### config.mk
export PLATFORM = sky130hd
export DESIGN_NAME = call_dispatcher
export DESIGN_NICKNAME = d
export VERILOG_FILES = /design/src/rtl/call_dispatcher.sv
export SDC_FILE = /design/constraint.sdc
export NUM_CORES = 1
export LEC_CHECK = 0
export BUFFER_PORTS_ARGS = -buffer_cell sky130_fd_sc_hd__buf_2
export CAP_MARGIN = 20
export CORE_MARGIN = 3
export CORE_UTILIZATION = 55
export DETAILED_ROUTE_END_ITERATION = 16
export PLACE_DENSITY = 0.74
export SETUP_SLACK_MARGIN = 0.5
export SYNTH_ARGS = -nofsm -noshare
export SYNTH_HDL_FRONTEND = slang
export SYNTH_SLANG_ARGS = --single-unit
### constraint.sdc
create_clock -name clk -period 2.45 [get_ports clk]
set_input_delay 0.245 -clock clk [delete_from_list [all_inputs] [get_ports clk]]
set_output_delay 0.245 -clock clk [all_outputs]
set_load 0.05 [all_outputs]
### src/rtl/call_dispatcher.sv
// Floor-call dispatcher: debounces four call buttons, latches pending calls and
// offers one target at a time to the elevator controller. Optional macro: CALL_DISPATCH_SCAN_EN.
module call_dispatcher #(
  parameter int unsigned DEBOUNCE_CYCLES = 4
) (
  input  logic       clk,
  input  logic       reset,
  input  logic [3:0] call_in,
  input  logic [1:0] current_floor,
  input  logic       served,
  input  logic       req_ack,
  output logic       req_valid,
  output logic [1:0] req_floor,
  output logic [3:0] pending,
  output logic       dir_up
);

  typedef enum logic [1:0] {IDLE, OFFER, WAIT_SERVE} state_t;

  localparam logic [7:0] CNT_LAST = 8'(DEBOUNCE_CYCLES - 1);

  state_t     state, state_next;
  logic [3:0] sync1, sync2, level, rise, clear, avail;
  logic [7:0] cnt [4];
  logic [1:0] target;
  logic       at_target, withdraw, offer_ack;

  // NOTE: every register below uses non-blocking assignments so all flops
  // sample the same pre-edge values regardless of statement order.
  always_ff @(posedge clk or negedge reset) begin
    if (!reset) begin
      sync1 <= '0;
      sync2 <= '0;
    end else begin
      sync1 <= call_in;
      sync2 <= sync1;
    end
  end

  // A level flips only on the DEBOUNCE_CYCLES-th consecutive differing sample.
  always_ff @(posedge clk or negedge reset) begin
    if (!reset) begin
      level <= '0;
      for (int n = 0; n < 4; n++) cnt[n] <= '0;
    end else begin
      for (int n = 0; n < 4; n++) begin
        if (sync2[n] == level[n]) begin
          cnt[n] <= '0;
        end else if (cnt[n] == CNT_LAST) begin
          level[n] <= sync2[n];
          cnt[n]   <= '0;
        end else begin
          cnt[n] <= cnt[n] + 8'd1;
        end
      end
    end
  end

  // NOTE: combinational blocks assign every output a default first so no
  // path through the block can leave a value held, which would infer a latch.
  always_comb begin
    rise = '0;
    for (int n = 0; n < 4; n++)
      rise[n] = sync2[n] && !level[n] && (cnt[n] == CNT_LAST);
  end

  assign clear     = served ? (4'b0001 << current_floor) : 4'b0000;
  assign avail     = pending & ~clear;
  assign at_target = (current_floor == req_floor);
  assign withdraw  = (state == OFFER) && served && at_target;
  assign offer_ack = (state == OFFER) && req_ack && !withdraw;

  // Clear beats a same-cycle press for the served floor.
  always_ff @(posedge clk or negedge reset) begin
    if (!reset) pending <= '0;
    else        pending <= (pending | rise) & ~clear;
  end

`ifdef CALL_DISPATCH_SCAN_EN
  logic       above_hit, below_hit;
  logic [1:0] above, below;

  // Nearest strictly beyond the car in the travel direction, else nearest behind.
  always_comb begin
    above_hit = 1'b0;
    above     = '0;
    below_hit = 1'b0;
    below     = '0;
    for (int i = 3; i >= 0; i--)
      if (avail[i] && (i > int'(current_floor))) begin
        above_hit = 1'b1;
        above     = 2'(i);
      end
    for (int i = 0; i < 4; i++)
      if (avail[i] && (i < int'(current_floor))) begin
        below_hit = 1'b1;
        below     = 2'(i);
      end
    if (dir_up) target = above_hit ? above : (below_hit ? below : current_floor);
    else        target = below_hit ? below : (above_hit ? above : current_floor);
  end
`else
  always_comb begin
    target = '0;
    for (int i = 3; i >= 0; i--)
      if (avail[i]) target = 2'(i);
  end
`endif

  always_ff @(posedge clk or negedge reset) begin
    if (!reset) state <= IDLE;
    else        state <= state_next;
  end

  always_comb begin
    state_next = state;
    case (state)
      IDLE:       if (|avail) state_next = OFFER;
      OFFER:      if (withdraw) state_next = IDLE;
                  else if (req_ack) state_next = WAIT_SERVE;
      WAIT_SERVE: if (served && at_target) state_next = IDLE;
      default:    state_next = IDLE;
    endcase
  end

  always_ff @(posedge clk or negedge reset) begin
    if (!reset) begin
      req_floor <= '0;
      dir_up    <= 1'b1;
    end else begin
      if ((state == IDLE) && (|avail)) req_floor <= target;
      if (offer_ack) begin
        if (req_floor > current_floor)      dir_up <= 1'b1;
        else if (req_floor < current_floor) dir_up <= 1'b0;
      end
    end
  end

  assign req_valid = (state == OFFER);

endmodule
==> results of run 1 <==
==> registers in the layout, indices dropped and copies added (netlist names) <==
| name | cells |
|---|---|
| sync2 | 4 |
| pending | 4 |
| level | 4 |
| sync1 | 4 |
| state | 2 |
| cnt | 32 |
| req_floor | 2 |
| dir_up | 1 |
==> power by group through the flow <==
| stage | clock network, mW | registers (mW) | logic, mW |
|---|---|---|---|
| floorplan | 0 | 1.41 | 0.577 |
| global placement | 0 | 1.24 | 0.933 |
| detailed placement | 0 | 1.25 | 0.953 |
| CTS | 0.620 | 1.23 | 0.958 |
| global route | 0.646 | 1.27 | 1.10 |
| finish | 0.600 | 1.24 | 0.978 |
==> layout by cell type, fill, tap and decap left out, types with 2 or more instances in the layout <==
cell	netlist	layout
and3_1	8	8
ha_1	10	8
mux2_2	3	3
clkbuf_8	0	5
dfrtp_1	52	52
nand3_1	23	23
nand2b_1	3	3
xnor2_1	4	4
nor2b_1	3	3
a41oi_1	3	3
a21oi_1	6	6
a31oi_1	3	3
nor4_1	2	2
buf_4	2	4
xor2_1	20	20
or2_2	2	2
buf_2	1	17
o21bai_1	3	3
nor2_1	37	37
mux2_1	3	3
inv_1	12	12
and2b_1	2	2
nand2_1	4	4
or4b_1	2	2
==> layout make-up <==
cell class	instances	area [µm²]
inverter	12	45.0
fill	317	1400
timing repair buffer	22	125
clock buffer	5	68.8
clock inverter	3	46.3
sequential	53	1330
tap	50	62.6
multi-input combinational	153	1040
==> worst paths after layout <==
kind                                    start                       end  slack [ns]  cells past startpoint
max                          cnt[8]$_DFF_PN0_      level[2]$_DFFE_PN0P_        0.54                      5
min                                call_in[2]        sync1[2]$_DFF_PN0_        0.04                      1
max reg2reg                  cnt[8]$_DFF_PN0_      level[2]$_DFFE_PN0P_        0.54                      5
min reg2reg                sync1[2]$_DFF_PN0_        sync2[2]$_DFF_PN0_        0.35                      0
max in group asynchronous               reset        sync1[1]$_DFF_PN0_        1.45                      3
min in group asynchronous               reset  req_floor[0]$_DFFE_PN0P_        0.38                      2
==> worst register-to-register path, stage by stage, from the launching register on <==
cell and delay, ns:
dfrtp_1 0.46, ha_4 0.18, or4b_1 0.49, nor4_4 0.19, and2b_1 0.17, mux2_1 0.31
==> logic make-up after synthesis <==
family / after synthesis / synth area share [%]
and+or+nand+nor: 91 / 19.3
DFF: 53 / 54.9
muxes: 6 / 2.79
xor gates and xnor gates: 24 / 8.70
AOI/OAI and AO/OA: 22 / 6.26
buffers and inverters: 16 / 2.85
adders and majority gates: 10 / 5.18
==> layer usage <==
layer / track usage [%] / part of all wire (%) / vias to the layer above
met5: 0 / 0 / -
met2: 25.6 / 45 / 30
met4: 6.47 / 1.2 / 0
met3: 5.82 / 4.9 / 5
li1: - / - / 804
met1: 22.9 / 49 / 765
==> synth_stat cells <==
master    number
o22a_1         1
mux2_1         3
and3_1         8
o221a_2        1
nand2_1        4
o21ai_0        1
nor2b_1        3
mux2_2         3
and2b_1        2
nand3b_1       1
nor4_1         2
xor2_1        20
nand2b_1       3
xnor2_1        4
inv_1         12
nor4_2         2
buf_2          1
clkbuf_1       1
dfstp_2        1
or2_2          2
a21boi_0       1
or3b_1         1
or4b_1         2
nand3_1       23
buf_4          2
o21bai_1       3
a32oi_1        1
ha_1          10
a22oi_1        1
a21oi_1        6
and3b_1        1
a41oi_1        3
nor2_1        37
dfrtp_1       52
o21ai_1        1
a31oi_1        3
==> what timing repair did <==
item,in CTS,in global routing
gates cloned,0,0
buffers inserted,0,2
hold buffers,1,0
setup endpoints to repair,1,2
gates resized for setup,1,3
endpoints found under the hold margin,16,0
==> results.tsv, run 1 <==
metric	value	unit
slew_headroom	73.4	%
p_per_area	1040	nW/µm²
syn_area_per_cell	10.9	µm²
dp_hpwl	2.80	mm
cp-end-kind	flop	
hp-class	input pin to flop	
tightest_slew	0.399	ns
syn_area	2420	µm²
whs	0.0391	ns
numCtsBuffers	5	
pwr-share-seq	44.0	%
rsz0062_at_grt	yes	
first_global_vias	1516	
io_buffer_count	17	
crit_arrival	2.11	ns
place_congestion	0.804	
crit_family	simple AND/OR/NAND/NOR gates	
synth_fp_nets	242	
fmax	525	MHz
grt_pass1_wl	6.82	mm
cts.sinks	53	
cp_slowest_cell	or4b_1	
status	finished, final reports clean	
ys_warn_count	0	
p_leak	1.31	nW
clock_skew	0.0126	ns
cap_violations	0	
placed_cell_area	2560	µm²
pre_cts_slack	0.522	ns
start_kind	flop	
p_int	1.73	mW
post-route-min-period	1.91	ns
vdd_drop_max	0.000493	V
setup_tns	0	ns
start_util	58.7	%
finalHoldViolations	0	
die-area	5230	µm²
power	2.82	mW
synth-seq-cells	53	
required	2.66	ns
syn_inst	222	
cts_tree	built	
ios	18	
fin_util	66.1	%
drt_iter0_drc	93	
path_buf_inv	0	
crit_chain	ha_4 > or4b_1 > nor4_4 > and2b_1 > mux2_1	
drc	0	
track_usage	17.0	%
synth_largest_area_cell	dfrtp_1	
p_comb_share	34.7	%
clkTransAtPathRegs	0.11	ns
netSwitchingFraction	38.5	%
clock_latency	0.31	ns
finalCritPeriodShare	77.8	%
ant_nets	0	
totalWireLength	3.91	mm
firstDrtPassIters	4	
htreeDepth	2	
place_inst	287	
grt_max_degree	22	
final_area	2720	µm²
crit_fanout	5	
crit_type	flop to flop	
die_y	72.3	µm
vias	1604	
core_area	4120	µm²
p_sw	1.09	mW
clock_path_buffers	2	
synth-seq-area-share	54.9	%
wl_per_cell	13.1	µm
antenna_found_initial	0	
vias_per_cell	5.38	
yosysUniqueCellTypes	36	
grt_overflow_total	0	
synthTopCellsByArea	dfrtp_1 (54%), xor2_1 (7.2%), nor2_1 (5.7%)	
cts_root_buf	clkbuf_8	
area_delta_synth_final	12.5	%
fin_ws	0.544	ns
die_w	72.3	µm
finalNonFillerCells	298	
row_count	23	
drv_slew	0	
critPathMaxStageDelay	0.49	ns
clkPwrFrac	21.3	%
setup_viol_count_final	0	
num-nets-final	267	
antenna_cells	0	
drive_above_1_share	16.1	%
netlist.area_leader.share	53.8	%
(Power assumes the default switching activity.)
==> inputs of run 2 (changes only) <==
- clock period: 2.45 -> 2 ns (I/O delays scaled with it)
==> results.tsv, run 2 (same netlist as run 1, synthesis figures left out) <==
metric	value	unit	change
final_common_cell	dfrtp_1		
cts.sinks	53		unchanged
vias_per_cell	5.46		+1.5%
place_inst	287		unchanged
crit_fanout	2		-3
finalHoldViolations	0		unchanged
start_kind	flop		
finalCritPeriodShare	88.3	%	+11 points
p_leak	1.43	nW	+9.3%
die_y	72.3	µm	unchanged
grt_max_degree	27		+23%
row_count	23		unchanged
cts_root_buf	clkbuf_8		
power	3.80	mW	+35%
area_delta_synth_final	24.5	%	
finalNonFillerCells	317		+6.4%
placed_cell_area	2580	µm²	+0.88%
fin_util	73.1	%	+7.0 points
rsz0062_at_grt	yes		
antenna_found_initial	0		unchanged
wl_per_cell	14.7	µm	+12%
numCtsBuffers	5		unchanged
io_buffer_count	17		unchanged
final_cell_mix	dfrtp_1 (48), nor2_1 (27), nand3_1 (23)		
num-nets-final	286		+7.1%
slew_headroom	61.5	%	-12 points
fmax	566	MHz	+7.9%
seq_area	1330	µm²	+0.38%
first_global_vias	1675		+10%
drive_above_1_share	30.0	%	+14 points
drv_slew	0		unchanged
clock_path_buffers	2		unchanged
track_usage	18.4	%	+1.4 points
setup_tns	0	ns	unchanged
post-route-min-period	1.77	ns	-0.139 ns
die_w	72.3	µm	unchanged
drc	0		unchanged
cts_tree	built		
clkTransAtPathRegs	0.10	ns	about the same
grt_pass1_wl	7.47	mm	+9.5%
firstDrtPassIters	4		unchanged
antenna_cells	0		unchanged
vdd_drop_max	0.000637	V	+29%
vias	1732		+8.0%
p_per_area	1260	nW/µm²	+22%
pre_cts_slack	0.0757	ns	-0.446 ns
multi_input_area	1180	µm²	+13%
fin_ws	0.234	ns	-0.311 ns
hold_depth	2		+1
regMostFlops	cnt		
cp-end-kind	flop		
largest_reg_flops	32		unchanged
whs	0.101	ns	+0.0622 ns
dp_hpwl	2.97	mm	+6.1%
hp-class	input pin to flop		
grt_overflow_total	0		unchanged
ios	18		unchanged
totalWireLength	4.65	mm	+19%
status	finished, final reports clean		
r2r_cells	5		unchanged
core_area	4120	µm²	unchanged
drt_iter0_drc	97		+4.3%
cap_violations	0		unchanged
crit_arrival	1.98	ns	-0.13 ns
crit_type	flop to flop		
htreeDepth	2		unchanged
setup_viol_count_final	0		unchanged
num-fill-cells	292		-7.9%
die-area	5230	µm²	unchanged
clock_skew	0.0134	ns	+0.000827 ns
clock_latency	0.31	ns	about the same
start_util	58.7	%	unchanged
ant_nets	0		unchanged
place_congestion	0.836		+4.0%
required	2.21	ns	-0.45 ns
tightest_slew	0.578	ns	+0.179 ns
final_area	3010	µm²	+11%
[run 2: worst max-delay path, stage by stage, from the launching register on]
cell and delay [ns]:
dfrtp_1 0.43, ha_4 0.15, or4b_4 0.46, nor4_4 0.16, and2b_1 0.17, mux2_4 0.29
[run 2: cell type report]
class	count	area share [%]
inverters	12	1.50
multi-input cells	153	39.1
clock inverters	3	1.54
clock buffers	5	2.29
well taps	50	2.08
flip-flops and latches	53	44.3
repair buffers	41	9.23
[run 2: layer usage]
| metal | GRT usage (%) | up-vias | wire length, µm |
|---|---|---|---|
| li1 | - | 844 | - |
| met1 | 24.4 | 844 | 2070 |
| met2 | 29.0 | 36 | 2280 |
| met3 | 5.12 | 8 | 216 |
| met4 | 6.89 | 0 | 77 |
| met5 | 0 | - | 0 |
[run 2: where the power goes]
group          switching (mW)  internal [mW]  leakage [nW]  total [mW]
registers               0.203           1.30         0.688        1.51
logic                   0.914          0.654         0.691        1.57
clock network           0.351          0.375        0.0543       0.726
total                    1.47           2.33          1.43        3.80
[run 2: path summary, 6_finish.rpt]
kind	from	end	slack, ns
min	req_ack	dir_up$_DFFE_PN1P_	0.10
min in group asynchronous	reset	state[1]$_DFFE_PN0P_	0.41
max reg2reg	cnt[8]$_DFF_PN0_	level[2]$_DFFE_PN0P_	0.23
min reg2reg	sync1[0]$_DFF_PN0_	sync2[0]$_DFF_PN0_	0.35
max	cnt[8]$_DFF_PN0_	level[2]$_DFFE_PN0P_	0.23
max in group asynchronous	reset	cnt[19]$_DFF_PN0_	0.91
[run 2: timing repair]
item | CTS | global route
pin swaps | 17 | 8
setup buffers | 10 | 7
endpoints found under the hold margin | 27 | 0
gates resized for setup | 17 | 15
setup endpoints to repair | 23 | 32
hold buffers | 5 | 0
==> inputs of run 3 (changes only) <==
- CORE_MARGIN: 3 -> 5
- REMOVE_ABC_BUFFERS: default -> 1
==> results.tsv, run 3 (same netlist as run 1, synthesis figures left out) <==
metric	value	unit	change
crit_type	flop to flop		
dp_hpwl	2.87	mm	-3.3%
worstReg2RegEnd	level[2]$_DFFE_PN0P_		
hp-class	input pin to flop		
post-route-min-period	1.77	ns	+0.00428 ns
tightest_slew	0.568	ns	-0.00965 ns
seq_area	1330	µm²	about the same
hold_start	req_ack		
clkPwrFrac	21.8	%	+2.7 points
rsz0062_at_grt	yes		
drive_above_1_share	29.9	%	-0.038 points
drv_slew	0		unchanged
multi_input_area	1180	µm²	unchanged
largest_reg_flops	32		unchanged
cp-end-kind	flop		
r2r_cells	5		unchanged
setup_viol_count_final	0		unchanged
pre_cts_slack	0.0357	ns	-0.0400 ns
finalCritPeriodShare	88.5	%	+0.21 points
fin_ws	0.229	ns	-0.00428 ns
antenna_cells	0		unchanged
slew_headroom	62.1	%	+0.64 points
drt_iter0_drc	123		+27%
netSwitchingFraction	37.8	%	-0.85 points
clock_skew	0.0105	ns	-0.00290 ns
final_cell_mix	dfrtp_1 (49), nor2_1 (23), nand3_1 (23)		
crit_arrival	1.97	ns	about the same
p_comb_share	39.5	%	-1.8 points
p_sw	1.47	mW	+0.27%
row_count	24		+4.3%
drc	0		unchanged
hold_depth	2		unchanged
ant_nets	0		unchanged
start_kind	flop		
holdPathEnd	state[0]$_DFFE_PN0P_		
vdd_drop_max	0.000453	V	-29%
antenna_found_initial	0		unchanged
crit_fanout	2		unchanged
die-area	5820	µm²	+11%
regMostFlops	cnt		
htreeDepth	2		unchanged
status	finished, final reports clean		
setup_tns	0	ns	unchanged
rrSetupSlack	0.23	ns	about the same
area_delta_synth_final	25.0	%	
track_usage	16.0	%	-2.4 points
vias_per_cell	5.47		about the same
first_global_vias	1629		-2.7%
clock_path_buffers	2		unchanged
die_y	76.3	µm	+5.5%
p_int	2.42	mW	+3.9%
clkTransAtPathRegs	0.10	ns	about the same
firstDrtPassIters	4		unchanged
grt_max_degree	31		+15%
cts.sinks	53		unchanged
wl_per_cell	14.7	µm	about the same
cts_root_buf	clkbuf_8		
r2r_start	cnt[8]$_DFF_PN0_		
p_leak	1.43	nW	-0.21%
cts_tree	built		
cap_violations	0		unchanged
p_per_area	1290	nW/µm²	+2.1%
totalWireLength	4.63	mm	-0.32%
ios	18		unchanged
start_util	56.3	%	-2.4 points
required	2.20	ns	about the same
fmax	565	MHz	-0.24%
clock_latency	0.31	ns	about the same
num-nets-final	283		-1.0%
place_congestion	0.773		-7.6%
die_w	76.3	µm	+5.5%
finalHoldViolations	0		unchanged
core_area	4290	µm²	+4.3%
final_common_cell	dfrtp_1		
numCtsBuffers	5		unchanged
grt_pass1_wl	7.51	mm	+0.56%
grt_overflow_total	0		unchanged
io_buffer_count	17		unchanged
pwr-share-seq	38.8	%	-0.9 points
num-fill-cells	297		+1.7%
vias	1727		-0.29%
==> run 3: power groups by stage <==
stage          clock network, mW  logic [mW]  registers [mW]
2_1_floorplan                  0       0.666            1.73
3_3_place_gp                   0        1.15            1.52
3_5_place_dp                   0        1.18            1.53
4_1_cts                    0.857        1.46            1.50
5_1_grt                    0.909        1.68            1.55
6_report                   0.849        1.54            1.51
==> run 3: worst max-delay path, cell delays in order, from the launching register on <==
cell and delay [ns]:
dfrtp_1 0.41, ha_4 0.15, or4b_4 0.47, nor4_4 0.17, and2b_1 0.16, mux2_1 0.31
==> run 3: final cells by class <==
cell class	count	share of cell area, %
repair buffers	38	8.94
inverters	12	1.49
clock buffers	5	2.28
multi-input cells	153	38.9
well taps	52	2.15
clock inverters	3	2.15
flip-flops and latches	53	44.1
==> run 3: worst max path at each step <==
stage,end,depth (start not counted),from
floorplan,level[2]$_DFFE_PN0P_,5,cnt[8]$_DFF_PN0_
global placement,level[2]$_DFFE_PN0P_,5,cnt[8]$_DFF_PN0_
detailed placement,level[2]$_DFFE_PN0P_,5,cnt[8]$_DFF_PN0_
CTS,level[2]$_DFFE_PN0P_,5,cnt[9]$_DFF_PN0_
global route,level[2]$_DFFE_PN0P_,5,cnt[9]$_DFF_PN0_
finish,level[2]$_DFFE_PN0P_,5,cnt[8]$_DFF_PN0_
==> run 3: repair_timing <==
| action | 4_1_cts | 5_1_grt |
|---|---|---|
| gates resized for setup | 23 | 18 |
| hold buffers | 5 | 0 |
| setup buffers | 9 | 5 |
| pin swaps | 17 | 6 |
| hold endpoints to repair | 27 | 0 |
| endpoints found under the setup margin | 24 | 29 |
==> run 3: through the flow <==
stage / cells / power, mW / cell area (µm²) / hold slack, ns / utilization (%)
3_5_place_dp: 289 / 2.72 / 2570 / 0.221 / 59.9
2_1_floorplan: 218 / 2.39 / 2390 / -0.0956 / -
3_3_place_gp: 289 / 2.67 / 2570 / 0.216 / 59.9
5_1_grt: 316 / 4.13 / 3020 / 0.103 / 70.4
6_report: 316 / 3.90 / 3020 / 0.105 / 70.4
4_1_cts: 311 / 3.81 / 2920 / 0.103 / 68.0
==> run 3: layer usage <==
metal | up-vias | GRT usage, % | share of wire [%]
met2 | 30 | 25.5 | 48
li1 | 837 | - | -
met4 | 0 | 6.29 | 2.0
met1 | 851 | 20.6 | 46
met3 | 9 | 4.73 | 3.5
met5 | - | 0 | 0
